File: src/rtl/fixed_p_std_seq_div.sv
// fixed_p_std_seq_div: unsigned fixed-point sequential divider.
// Q = floor((left << FRACT_WIDTH) / right), R = (left << FRACT_WIDTH) mod right.
// Restoring shift-subtract, one quotient bit per cycle, WIDTH+FRACT_WIDTH cycles.
// Optional macro FIXED_P_SEQ_DIV_ZERO_FLAG_EN adds a registered div_by_zero output.
module fixed_p_std_seq_div #(
    parameter int WIDTH       = 32,
    parameter int INT_WIDTH   = 8,
    parameter int FRACT_WIDTH = 24
) (
    input  logic             clk,
    input  logic             reset,
    input  logic             go,
    input  logic [WIDTH-1:0] left,
    input  logic [WIDTH-1:0] right,
    output logic [WIDTH-1:0] out_quotient,
    output logic [WIDTH-1:0] out_remainder,
`ifdef FIXED_P_SEQ_DIV_ZERO_FLAG_EN
    output logic             div_by_zero,
`endif
    output logic             done
);

    localparam int N  = WIDTH + FRACT_WIDTH;
    localparam int CW = $clog2(N + 1);

    generate
        if (INT_WIDTH + FRACT_WIDTH != WIDTH) begin : g_bad_format
            $error("fixed_p_std_seq_div: INT_WIDTH + FRACT_WIDTH must equal WIDTH");
        end
    endgenerate

    typedef enum logic [1:0] {IDLE, RUN, DONE} state_t;

    state_t          state;
    logic [CW-1:0]   cnt;
    logic [WIDTH-1:0] left_q;
    logic [WIDTH-1:0] right_q;
    logic [WIDTH-1:0] rem;
    // Dividend bits shift out of the top while quotient bits shift in at the bottom.
    logic [N-1:0]    shreg;

    logic [WIDTH:0]   trial;
    logic             fits;
    logic [WIDTH-1:0] rem_nxt;
    logic [N-1:0]     shreg_nxt;

    // One restoring step: bring down the next dividend bit and try to subtract.
    always_comb begin
        trial     = {rem, shreg[N-1]};
        fits      = (trial >= {1'b0, right_q});
        // When the subtraction happens the result is below right, so the
        // low WIDTH bits of the wrapped difference are exact.
        rem_nxt   = fits ? (trial[WIDTH-1:0] - right_q) : trial[WIDTH-1:0];
        shreg_nxt = {shreg[N-2:0], fits};
    end

    // Control FSM, datapath registers and registered results.
    always_ff @(posedge clk) begin
        if (reset) begin
            state         <= IDLE;
            cnt           <= '0;
            left_q        <= '0;
            right_q       <= '0;
            rem           <= '0;
            shreg         <= '0;
            out_quotient  <= '0;
            out_remainder <= '0;
            done          <= 1'b0;
`ifdef FIXED_P_SEQ_DIV_ZERO_FLAG_EN
            div_by_zero   <= 1'b0;
`endif
        end else begin
            case (state)
                IDLE: begin
                    done <= 1'b0;
                    if (go) begin
                        left_q  <= left;
                        right_q <= right;
                        shreg   <= {left, {FRACT_WIDTH{1'b0}}};
                        rem     <= '0;
                        cnt     <= '0;
                        state   <= RUN;
                    end
                end
                RUN: begin
                    rem   <= rem_nxt;
                    shreg <= shreg_nxt;
                    cnt   <= cnt + 1'b1;
                    if (cnt == CW'(N - 1)) begin
                        state <= DONE;
                        done  <= 1'b1;
                        // A zero divisor gets a defined answer rather than the
                        // shift-subtract residue.
                        if (right_q == '0) begin
                            out_quotient  <= '1;
                            out_remainder <= left_q;
                        end else begin
                            out_quotient  <= shreg_nxt[WIDTH-1:0];
                            out_remainder <= rem_nxt;
                        end
`ifdef FIXED_P_SEQ_DIV_ZERO_FLAG_EN
                        div_by_zero <= (right_q == '0);
`endif
                    end
                end
                DONE: begin
                    done  <= 1'b0;
                    state <= IDLE;
                end
                default: begin
                    done  <= 1'b0;
                    state <= IDLE;
                end
            endcase
        end
    end

endmodule

File: config.mk
export PLATFORM = sky130hd
export DESIGN_NAME = fixed_p_std_seq_div
export DESIGN_NICKNAME = d
export VERILOG_FILES = /design/src/rtl/fixed_p_std_seq_div.sv
export SDC_FILE = /design/constraint.sdc
export NUM_CORES = 1
export LEC_CHECK = 0
export CAP_MARGIN = 20
export CORE_AREA = 2 2 125 157
export DETAILED_ROUTE_END_ITERATION = 10
export DIE_AREA = 0 0 127 159
export PLACE_DENSITY = 0.91
export SYNTH_ARGS = -nofsm -noshare
export SYNTH_HDL_FRONTEND = slang
export SYNTH_SLANG_ARGS = --single-unit
File: constraint.sdc
create_clock -name clk -period 4.1 [get_ports clk]
set_input_delay 1.23 -clock clk [delete_from_list [all_inputs] [get_ports clk]]
set_output_delay 1.23 -clock clk [all_outputs]
set_load 0.01 [all_outputs]
After elaboration in Yosys (flattened, before gate mapping)
Index checks and enable logic that the tools add are counted.
W data, S select, Z words.
{"block": "word_totals", "register_bits": 225, "latchBits": 0, "ram_bits": 0, "rom_bits": 0, "in_bits": 67, "out_inout_bits": 65, "memories": 0}
{"block": "op_classes", "add_sub_neg": 2, "n_mul": 0, "div_mod_pow": 0, "magnitude_cmp": 1, "n_eq_ne": 4, "shifts": 0, "muxes": 12, "bitwise_logic": 1, "n_reduce_logical": 8}
{"cell": "$mux W32", "n": 4}
{"cell": "$pmux W56 S2", "n": 1}
{"cell": "$pmux W32 S2", "n": 1}
{"cell": "$mux W56", "n": 1}
{"cell": "$ge A33 B32 Y1", "n": 1}
{"cell": "$logic_not A32 Y1", "n": 1}
{"cell": "$sub A32 B32 Y32", "n": 1}
{"cell": "$pmux W6 S2", "n": 1}
{"cell": "$reduce_and A2 Y1", "n": 4}
{"cell": "$add A6 B1 Y6 const B", "n": 1}
{"cell": "$eq A6 B6 Y1 const B", "n": 1}
{"cell": "$mux W6", "n": 1}
{"cell": "$mux W2", "n": 2}
{"cell": "$ne A2 B2 Y1 const B", "n": 2}
{"cell": "$pmux W2 S2", "n": 1}
{"cell": "$eq A2 B1 Y1 const B", "n": 1}
{"cell": "$logic_not A2 Y1", "n": 1}
{"cell": "$reduce_bool A2 Y1", "n": 1}
{"cell": "$reduce_or A2 Y1", "n": 1}
{"cell": "$not A1 Y1", "n": 1}

Logic depth before layout (Yosys ltp)
Gate-level depths: netlist (run 1).
{"block": "depth", "depth_word": 3, "depth_mapped": 14, "depth_no_buf": 13}

Least setup slack after synthesis (run 1)
Ideal clock, no wire load.
{"block": "synth_timing", "kind": "flip-flop to flip-flop", "from": "register shreg[55]", "to": "register rem[26]", "setup_time_ns": 0.125, "t_arrival_ns": 2.878, "required_ns": 3.975, "slack_ns": 1.096, "stages_incl_launch_ff": 14, "synth_period_minus_slack_ns": 3.004, "path_cell_list": "dfxtp_1 -> inv_1 -> ha_1 -> inv_1 -> fa_1 -> a21o_1 -> a221oi_4 -> a31oi_2 -> a211o_1 -> a41o_1 -> a31o_1 -> mux2_2 -> a32oi_1 -> o21ai_1"}
{"block": "synth_via", "elab_chain_cells": 3, "elab_cells_between_ends": 4}
{"item": "start: declaration", "line": "40", "text": "logic [N-1:0] shreg;"}
{"item": "start signal: assignment", "line": "79", "text": "shreg <= {left, {FRACT_WIDTH{1'b0}}};"}
{"item": "start signal: assignment", "line": "87", "text": "shreg <= shreg_nxt;"}
{"item": "$sub A32 B32 Y32 / $ge A33 B32 Y1 (equally long branches)", "line": "53, 50"}
{"item": "$mux W32 (*)", "line": "53", "text": "rem_nxt = fits ? (trial[WIDTH-1:0] - right_q) : trial[WIDTH-1:0];"}
{"item": "$pmux W32 S2 (*)", "line": "73", "text": "case (state)"}
{"item": "end signal: assignment", "line": "86", "text": "rem <= rem_nxt;"}
{"item": "end: declaration", "line": "38", "text": "logic [WIDTH-1:0] rem;"}
Mark *: on every way between the ends. The rest lies on a longest branch, timed or not.
A chain may end at the register's enable or synchronous reset.

Final worst setup path (run 1)
{"block": "layout_timing", "from": "register right_q[28]", "to": "register out_remainder[28]"}
{"block": "layout_via", "elab_chain_cells": 3, "elab_cells_between_ends": 5}
{"item": "start: declaration", "line": "37", "text": "logic [WIDTH-1:0] right_q;"}
{"item": "start signal: assignment", "line": "78", "text": "right_q <= right;"}
{"item": "$sub A32 B32 Y32 / $ge A33 B32 Y1 (equally long branches)", "line": "53, 50"}
{"item": "$mux W32", "line": "53"}
{"item": "$mux W32 (*)", "line": "94", "text": "if (right_q == '0) begin"}
{"item": "end signal: assignment", "line": "96", "text": "out_remainder <= left_q;"}
{"item": "end signal: assignment", "line": "99", "text": "out_remainder <= rem_nxt;"}
{"item": "end: declaration", "line": "16", "text": "output logic [WIDTH-1:0] out_remainder,"}
Marked as above.

==> qor.csv, run 1 <==
metric,value,unit
Area Growth Syn to Fin,21.11,%
Detail Placement HPWL,21730,um
dpl cells,1569,
CORE AREA,0.01864,sq mm
Worst Path Max Fanout,13,
startpoint types,flop,
total gr overflow,0,
DRT Pass-1 Iters,6,
Clock Tree Buf Depth,3,
CTS buffer count,23,
hold crit path type,flop to flop,
CTS tree,yes,
Period minus WS final,3.588,ns
register bit count reported by yosys,225,
die height,159,um
post-synthesis cell area,0.01034,sq mm
Sink Count,225,
period utilization,87.50,%
Starting Density,55.50,%
DRC Markers,0,
Max Clk Rate,0.2787,GHz
detailed-route vias per instance,6.374,
outcome,finished clean,
RSZ-0062 raised after global routing,no,
max_cap viols,0,
Reg2Reg Depth,10,
Mapped Cells,1275,
Antenna diodes,0,
# IOs,132,
area of the multi-input gates,0.005345,sq mm
fin util,67.22,%
worst setup path class,flop to flop,
worst IR drop on VDD,0.0006639,V
width of the die,127,um
initial drt markers,1125,
GR Util met2,50.98,%
# resized after CTS,0,
Clock Latency Late Sink,0.51,ns
Worst Path Required,4.49,ns
register area,0.004504,sq mm
met3 Usage GRT,6.552,%
row count,56,
layout cells sized above 1,5.451,%
routed vias,10250,
final antenna-violating net count,0,
Post-synth EDFFs,0,
leakage power figure,4.746,nW
total routed wirelength,31720,um
Clock Power Share,22.5,%
Hold Path Cell Cnt,2,
Mapped Nets,1376,
Int Pwr,5.387,mW
DIE AREA,0.02019,sq mm
Sw Share,40.86,%
"Top FF cell, synth",dfxtp_1,
total power,9.109,mW
Slew Limit Fails,0,
Seq pwr share,27.6,%
clock root buffer,clkbuf_16,
antenna violations before repair,0,
GRT Total Usage,30.87,%
syn_area_per_cell,8.114,sq um
yosys warns,0,
Synth cell types,61,
CTS clock-pin slew for the worst setup and hold paths,0.06,ns
DR WL/cell,19.72,um
setup_tns,0,ns
sw power,3.722,mW
Nets,1463,
M1 GR Usage,37.82,%
post-synthesis sequential area ratio,43.54,%
endpoints failing hold,0,
CP Data Arrival Time,3.98,ns
largest net degree at the start of global routing,90,
postcts setup bufs,0,
Logic pwr share,49.9,%
Rel. slew slack,36.07,%
asr flop ratio synth,0,%
Non-Filler Instances,1608,
H-tree depth,1,
clk_skew,0.007449,ns
GPL Wtd Cong,1.022,
first-pass GRT wire length,50890,um
# fillers,1460,
setup violators final,0,
CTS hold repair buffers,0,
Power Density,727.1,mW/mm^2
vias in the first global route,9604,
CP Capture Type,flop,
most used routing layer,met2,
port bufs,131,
worst slew pin tran,0.9566,ns
stage by stage:
step / hold slack (ns) / area, sq um / setup WS (ns)
finish: 0.4463 / 12530 / 0.5125
CTS: 0.4461 / 12530 / 0.6194
global route: 0.4725 / 12530 / 0.3499
detailed placement: 0.4422 / 11810 / 0.6558
floorplan: 0.4154 / 10340 / 1.096
global placement: 0.4284 / 11810 / 0.7462
registers in the layout, indices dropped and copies added (netlist names):
signal / flops
state: 2
cnt: 6
out_remainder: 32
right_q: 32
rem: 32
done: 1
left_q: 32
shreg: 56
out_quotient: 32
cell usage after synthesis (all sizes together) (29+ instances only):
| cell type | instances | area share, % |
|---|---|---|
| nand2 | 240 | 8.7 |
| dfxtp | 225 | 44 |
| a21oi | 110 | 5.3 |
| o21ai | 103 | 5.0 |
| clkbuf | 77 | 2.8 |
| nor2 | 65 | 2.4 |
| nor3 | 54 | 2.6 |
| inv | 47 | 1.7 |
| ha | 33 | 4.0 |
| a22oi | 32 | 2.3 |
| nand4 | 32 | 1.9 |
| a22o | 29 | 2.5 |
worst paths after layout:
kind / from / end / slack [ns]
max reg2reg: right_q[28] / out_remainder[28] / 0.51
min: shreg[36] / shreg[37] / 0.45
min reg2reg: shreg[36] / shreg[37] / 0.45
max: right_q[28] / out_remainder[28] / 0.51
area by class of cell:
cell class / instances / area share (%)
sequential: 225 / 35.95
tap: 232 / 2.317
inverter: 47 / 1.408
clock buffer: 30 / 4.964
timing repair buffer: 152 / 11.90
clock inverter: 9 / 0.7890
multi-input combinational: 913 / 42.66
logic make-up (layout without fill, tap and decap cells):
logic type / count (synthesis) / count (layout) / share of synthesized area, %
compound gates: 372 / 372 / 23.09
xor+xnor: 29 / 29 / 2.455
fa+ha+maj: 34 / 34 / 4.185
buf+inv: 137 / 238 / 5.092
flops: 225 / 225 / 43.54
mux: 25 / 25 / 2.443
simple gates: 453 / 453 / 19.19
power groups by stage:
stage                     Clock [mW]  Sequential (mW)  Combinational, mW
final                           2.05             2.51               4.55
after detailed placement           0             2.55               4.33
after floorplan                    0             2.48               3.28
after global placement             0             2.54               4.26
after global routing            2.15             2.52               4.86
after CTS                       2.05             2.50               4.39
worst max-delay path, stage by stage, from the launching register on:
cell	delay, ns
dfxtp_1	0.35
inv_1	0.06
ha_1	0.37
a21o_1	0.22
a21o_1	0.17
a21oi_1	0.27
o211ai_1	0.16
a211oi_1	0.74
and2_1	0.56
o21ai_0	0.22
a221o_1	0.35
cell usage in the layout (no fill, tap or decap), types with 32 or more instances in the layout:
| cell | instances |
|---|---|
| ha_1 | 33 |
| nor3_1 | 54 |
| inv_1 | 46 |
| a21oi_1 | 110 |
| nand2_1 | 239 |
| nand4_1 | 32 |
| clkdlybuf4s50_1 | 130 |
| dfxtp_1 | 225 |
| o21ai_0 | 101 |
| a22oi_1 | 32 |
| nor2_1 | 61 |
layer usage:
metal	wire [um]	vias up
met4	1702	0
met5	0	-
met2	15010	605
li1	-	4698
met1	12010	4810
met3	2992	136
Note: power is estimated with default switching activity, not from simulation.
==> run 2: changes to the inputs <==
Settings changed: CAP_MARGIN 20 to 10, CORE_AREA 2 2 125 157 to 2 2 147 185, DIE_AREA 0 0 127 159 to 0 0 149 187, PLACE_DENSITY 0.91 to 0.71.
==> run 2 against run 1 <==
Compared with the run above:
- count of clock-buffer cells in the layout rose by 2
- via count fell by 4.5%
- final cell count rose by 7.5%
- critical endpoint unchanged
- routed wire length rose by 0.95%
- flip-flop and latch count did not move
- sequential power barely moved
- setup slack got worse by 0.014 ns
- hold slack improved by 0.0022 ns
- clock power rose by 9%
- first-iteration DRC count fell by 30%
- critical path depth rose by 1
- maximum frequency fell by 0.39%
==> qor.csv, run 2 (synthesis gave the netlist of run 1 again) <==
metric,value,unit,change
Power Density,716.4,mW/mm^2,-1.5%
DRT Pass-1 Iters,6,,unchanged
# resized after CTS,0,,unchanged
Starting Density,39.30,%,-16 points
postcts setup bufs,0,,unchanged
endpoints failing hold,0,,unchanged
largest net degree at the start of global routing,63,,-30%
period utilization,87.84,%,+0.34 points
outcome,finished clean,,
RSZ-0062 raised after global routing,no,,
CTS hold repair buffers,0,,unchanged
CTS clock-pin slew for the worst setup and hold paths,0.06,ns,about the same
die height,187,um,+18%
crit-path cells,inv_1 -> ha_1 -> a21o_1 -> a211o_1 -> a21o_1 -> a21boi_1 -> o21ai_0 -> o21ai_1 -> and2_1 -> o21ai_0 -> a221o_1,,
"most common cell after layout, fill and taps aside",nand2_1,,
DIE AREA,0.02786,sq mm,+38%
row count,67,,+20%
Worst Path Required,4.51,ns,+0.02 ns
max_cap viols,0,,unchanged
H-tree depth,1,,unchanged
CTS tree,yes,,
Clock Tree Buf Depth,3,,unchanged
Detail Placement HPWL,23130,um,+6.4%
pre-CTS setup slack,0.5425,ns,-0.1134 ns
clock root buffer,clkbuf_16,,
max incr delay on CP,0.67,ns,-0.07 ns
Sink Count,225,,unchanged
detailed-route vias per instance,5.666,,-11%
antenna violations before repair,0,,unchanged
GRT Total Usage,22.53,%,-8.3 points
Period minus WS final,3.602,ns,+0.01408 ns
Crit-path slowest cell,and2_1,,
# IOs,132,,unchanged
most frequent cells in the layout,"239 x nand2_1, 225 x dfxtp_1, 130 x clkdlybuf4s50_1",,
first-pass GRT wire length,50470,um,-0.84%
max reg flops,56,,unchanged
hold crit path type,flop to flop,,
setup ws final,0.4984,ns,-0.01408 ns
Area Growth Syn to Fin,23.54,%,
CTS buffer count,24,,+4.3%
routed vias,9791,,-4.5%
leakage power figure,4.810,nW,+1.3%
port bufs,131,,unchanged
worst setup path class,flop to flop,,
DR WL/cell,18.53,um,-6.1%
DRC Markers,0,,unchanged
GPL Wtd Cong,0.9224,,-9.7%
Rel. slew slack,48.28,%,+12 points
Max Clk Rate,0.2777,GHz,-0.39%
Slew Limit Fails,0,,unchanged
total routed wirelength,32020,um,+0.95%
fin util,48.55,%,-19 points
Antenna diodes,0,,unchanged
register bank with the most flops,shreg,,
worst IR drop on VDD,0.0004786,V,-28%
CP Capture Type,flop,,
width of the die,149,um,+17%
setup_tns,0,ns,unchanged
initial drt markers,790,,-30%
startpoint types,flop,,
CORE AREA,0.02632,sq mm,+41%
Clock Latency Late Sink,0.52,ns,about the same
layout cells sized above 1,6.363,%,+0.91 points
total gr overflow,0,,unchanged
final antenna-violating net count,0,,unchanged
vias in the first global route,9303,,-3.1%
clk_skew,0.01169,ns,+0.004240 ns
CP Data Arrival Time,4.01,ns,+0.03 ns
worst slew pin tran,0.7739,ns,-0.1826 ns
setup violators final,0,,unchanged
Worst Path Max Fanout,18,,+5
Nets,1466,,+0.21%
-- run 2: cell count changes in the layout (fill, tap and decap cells not counted), moves of 2 or more --
cell / previous run / this run
clkbuf_8: 2 / 7
clkbuf_16: 23 / 25
clkbuf_1: 5 / 0
clkinv_4: 0 / 4
buf_4: 20 / 23
-- run 2: worst paths after layout --
kind	start	endpoint	slack, ns	cells past startpoint
worst min register to register	shreg[36]	shreg[37]	0.45	2
worst min-delay path	shreg[36]	shreg[37]	0.45	2
worst max-delay path	right_q[14]	out_remainder[28]	0.50	11
worst max register to register	right_q[14]	out_remainder[28]	0.50	11
-- run 2: power breakdown --
part | internal [mW] | switching [mW] | total [mW]
combinational | 1.83 | 2.58 | 4.42
clock | 1.31 | 0.923 | 2.23
sequential | 2.35 | 0.158 | 2.51
-- run 2: through the flow --
stage | total power [mW] | hold slack (ns) | instances | cell area, sq um
final | 9.156 | 0.4486 | 1728 | 12780
after floorplan | 5.764 | 0.4154 | 1275 | 10340
after global placement | 6.872 | 0.4264 | 1684 | 11950
after global routing | 9.723 | 0.4715 | 1728 | 12780
after CTS | 9.118 | 0.4468 | 1728 | 12780
after detailed placement | 6.885 | 0.4337 | 1684 | 11950
-- run 2: layout make-up --
class                           count  area (sq um)
Timing Repair Buffer              154          1494
Sequential cell                   225          4504
Clock inverter                     12         106.4
Multi-Input combinational cell    913          5345
Inverter                           47         176.4
Clock buffer                       32         721.9
Tap cell                          345         431.7
Fill cell                        2588         13540
-- run 2: critical path, delay by kind of cell, from the launching register on --
family / cells / cell delay [ns]
AOI/OAI and AO/OA: 8 / 2.01
DFF: 1 / 0.38
and+or+nand+nor: 1 / 0.67
buffers and inverters: 1 / 0.06
adders and majority gates: 1 / 0.38
-- run 2: per-layer routing --
metal  GRT usage [%]  up-vias  share of wire, %
met5               0        -                 0
met3           3.634       56               6.4
li1                -     4730                 -
met4           8.278        0               3.7
met1           29.04     4672                42
met2           37.82      333                47
==> run 3: changes to the inputs <==
Settings changed: CTS_CLUSTER_DIAMETER set to 100, DONT_BUFFER_PORTS set to 1, MAX_ROUTING_LAYER set to met4, PLACE_DENSITY 0.71 to 0.65.
==> run 3 against run 2 <==
Compared with the run above:
- non-clock buffer count shrank 136
- largest cell class unchanged
- critical endpoint unchanged
- highest routed layer unchanged
- critical path type unchanged
- final cell count shrank 7.9%
- combinational power is 3% lower
==> qor.csv, run 3 (synthesis gave the netlist of run 1 again) <==
metric,value,unit,change
Nets,1330,,-9.3%
die height,187,um,unchanged
initial drt markers,606,,-23%
Reg2Reg Depth,11,,unchanged
final instance area,0.01147,sq mm,-10%
Slew Limit Fails,0,,unchanged
total gr overflow,0,,unchanged
CORE AREA,0.02632,sq mm,unchanged
clk_skew,0.02333,ns,+0.01164 ns
setup_tns,0,ns,unchanged
Highest Signal Layer,met4,,
H-tree depth,1,,unchanged
Area Growth Syn to Fin,10.89,%,
startpoint types,flop,,
outcome,finished clean,,
crit-path cells,inv_1 -> ha_1 -> a21o_1 -> a211o_1 -> a21o_1 -> a21boi_1 -> o21ai_0 -> o21ai_1 -> and2_1 -> o21ai_0 -> a221o_1,,
GPL Wtd Cong,0.9106,,-1.3%
postcts setup bufs,0,,unchanged
worst slew pin tran,1.177,ns,+0.4026 ns
CTS tree,yes,,
# resized after CTS,0,,unchanged
WL met1,13290,um,-2.2%
Non-Filler Instances,1592,,-7.9%
crit path buf inv count,1,,unchanged
GRT Total Usage,22.72,%,+0.19 points
detailed-route vias per instance,5.710,,+0.78%
Area after DPL,0.01061,sq mm,-11%
row count,67,,unchanged
total power,9.120,mW,-0.39%
Detail Placement HPWL,22540,um,-2.6%
port bufs,0,,-100%
worst setup path class,flop to flop,,
CTS hold repair buffers,0,,unchanged
WHS Endpoint,shreg[37],,
# fillers,2675,,+3.4%
DR WL/cell,19.55,um,+5.5%
"delay-heaviest family, CP",compound AO/OA/AOI/OAI gates,,
first-pass GRT wire length,49140,um,-2.6%
DRC Markers,0,,unchanged
antenna violations before repair,0,,unchanged
Max Clk Rate,0.2798,GHz,+0.79%
"most common cell after layout, fill and taps aside",nand2_1,,
max reg flops,56,,unchanged
Starting Density,39.30,%,unchanged
total routed wirelength,31120,um,-2.8%
# IOs,132,,unchanged
DIE AREA,0.02786,sq mm,unchanged
hold crit path type,flop to flop,,
Clock Tree Buf Depth,3,,unchanged
setup violators final,0,,unchanged
Clock Latency Late Sink,0.53,ns,about the same
R2R Setup Slk,0.53,ns,+0.03 ns
max_cap viols,0,,unchanged
endpoints failing hold,0,,unchanged
worst IR drop on VDD,0.0006145,V,+28%
Hold Path Cell Cnt,2,,unchanged
CP Data Arrival Time,3.97,ns,-0.04 ns
met3 WL post-DR,1889,um,-7.9%
width of the die,149,um,unchanged
CTS clock-pin slew for the worst setup and hold paths,0.06,ns,about the same
max incr delay on CP,0.63,ns,-0.04 ns
Period minus WS final,3.574,ns,-0.02805 ns
reg-to-reg critical path endpoint,out_remainder[28],,
most frequent cells in the layout,"239 x nand2_1, 225 x dfxtp_1, 110 x a21oi_1",,
DRT Pass-1 Iters,5,,-1
period utilization,87.16,%,-0.68 points
Worst Path Max Fanout,18,,unchanged
routed vias,9091,,-7.1%
Power Density,795.0,mW/mm^2,+11%
register bank with the most flops,shreg,,
RSZ-0062 raised after global routing,no,,
final antenna-violating net count,0,,unchanged
Rel. slew slack,21.37,%,-27 points
met2 wire len,14740,um,-3.0%
CTS buffer count,24,,unchanged
clock root buffer,clkbuf_16,,
worst r2r src,right_q[14],,
vias in the first global route,8642,,-7.1%
fin util,43.58,%,-5.0 points
Antenna diodes,0,,unchanged
layout cells sized above 1,6.255,%,-0.11 points
min-delay src,shreg[36],,
leakage power figure,4.315,nW,-10%
Crit-path slowest cell,and2_1,,
CP Capture Type,flop,,
largest net degree at the start of global routing,123,,+95%
Worst Path Required,4.50,ns,about the same
dpl cells,1548,,-8.1%
Sink Count,225,,unchanged
-- run 3: through the flow --
step                      hold WS, ns  setup slack, ns
after global placement         0.4319           0.6900
after floorplan                0.4154            1.096
after global routing           0.4680           0.2311
after CTS                      0.4506           0.5453
after detailed placement       0.4321           0.5633
final                          0.4487           0.5265
-- run 3: routing by layer --
metal	up-vias	track usage [%]
met5	-	-
met4	0	8.828
met3	58	4.098
met2	244	36.37
met1	4342	28.40
li1	4447	-
-- run 3: worst max-delay path by stage --
stage / from / end / cells past startpoint
final: right_q[14] / out_remainder[28] / 11
after global routing: right_q[14] / out_remainder[28] / 11
after CTS: right_q[14] / out_remainder[28] / 11
after detailed placement: right_q[14] / out_remainder[28] / 11
after global placement: right_q[14] / out_remainder[28] / 11
after floorplan: shreg[55] / rem[26] / 13
-- run 3: report_power, final --
part / leakage [nW] / total, mW / internal, mW / switching [mW]
registers: 1.83 / 2.51 / 2.35 / 0.156
logic: 2.06 / 4.27 / 1.71 / 2.56
clock network: 0.422 / 2.34 / 1.43 / 0.909
-- run 3: final cells by class --
type | instances | area, sq um | area share [%]
Tap cell | 345 | 431.7 | 3.763
Clock buffer | 36 | 737.0 | 6.425
Clock inverter | 8 | 128.9 | 1.123
Timing Repair Buffer | 18 | 147.6 | 1.287
Inverter | 47 | 176.4 | 1.538
Sequential cell | 225 | 4504 | 39.27
Multi-Input combinational cell | 913 | 5345 | 46.60
-- run 3: worst register-to-register path, stage by stage, from the launching register on --
cell	delay, ns
dfxtp_1	0.36
inv_1	0.07
ha_1	0.38
a21o_1	0.24
a211o_1	0.30
a21o_1	0.18
a21boi_1	0.17
o21ai_0	0.15
o21ai_1	0.31
and2_1	0.63
o21ai_0	0.30
a221o_1	0.37
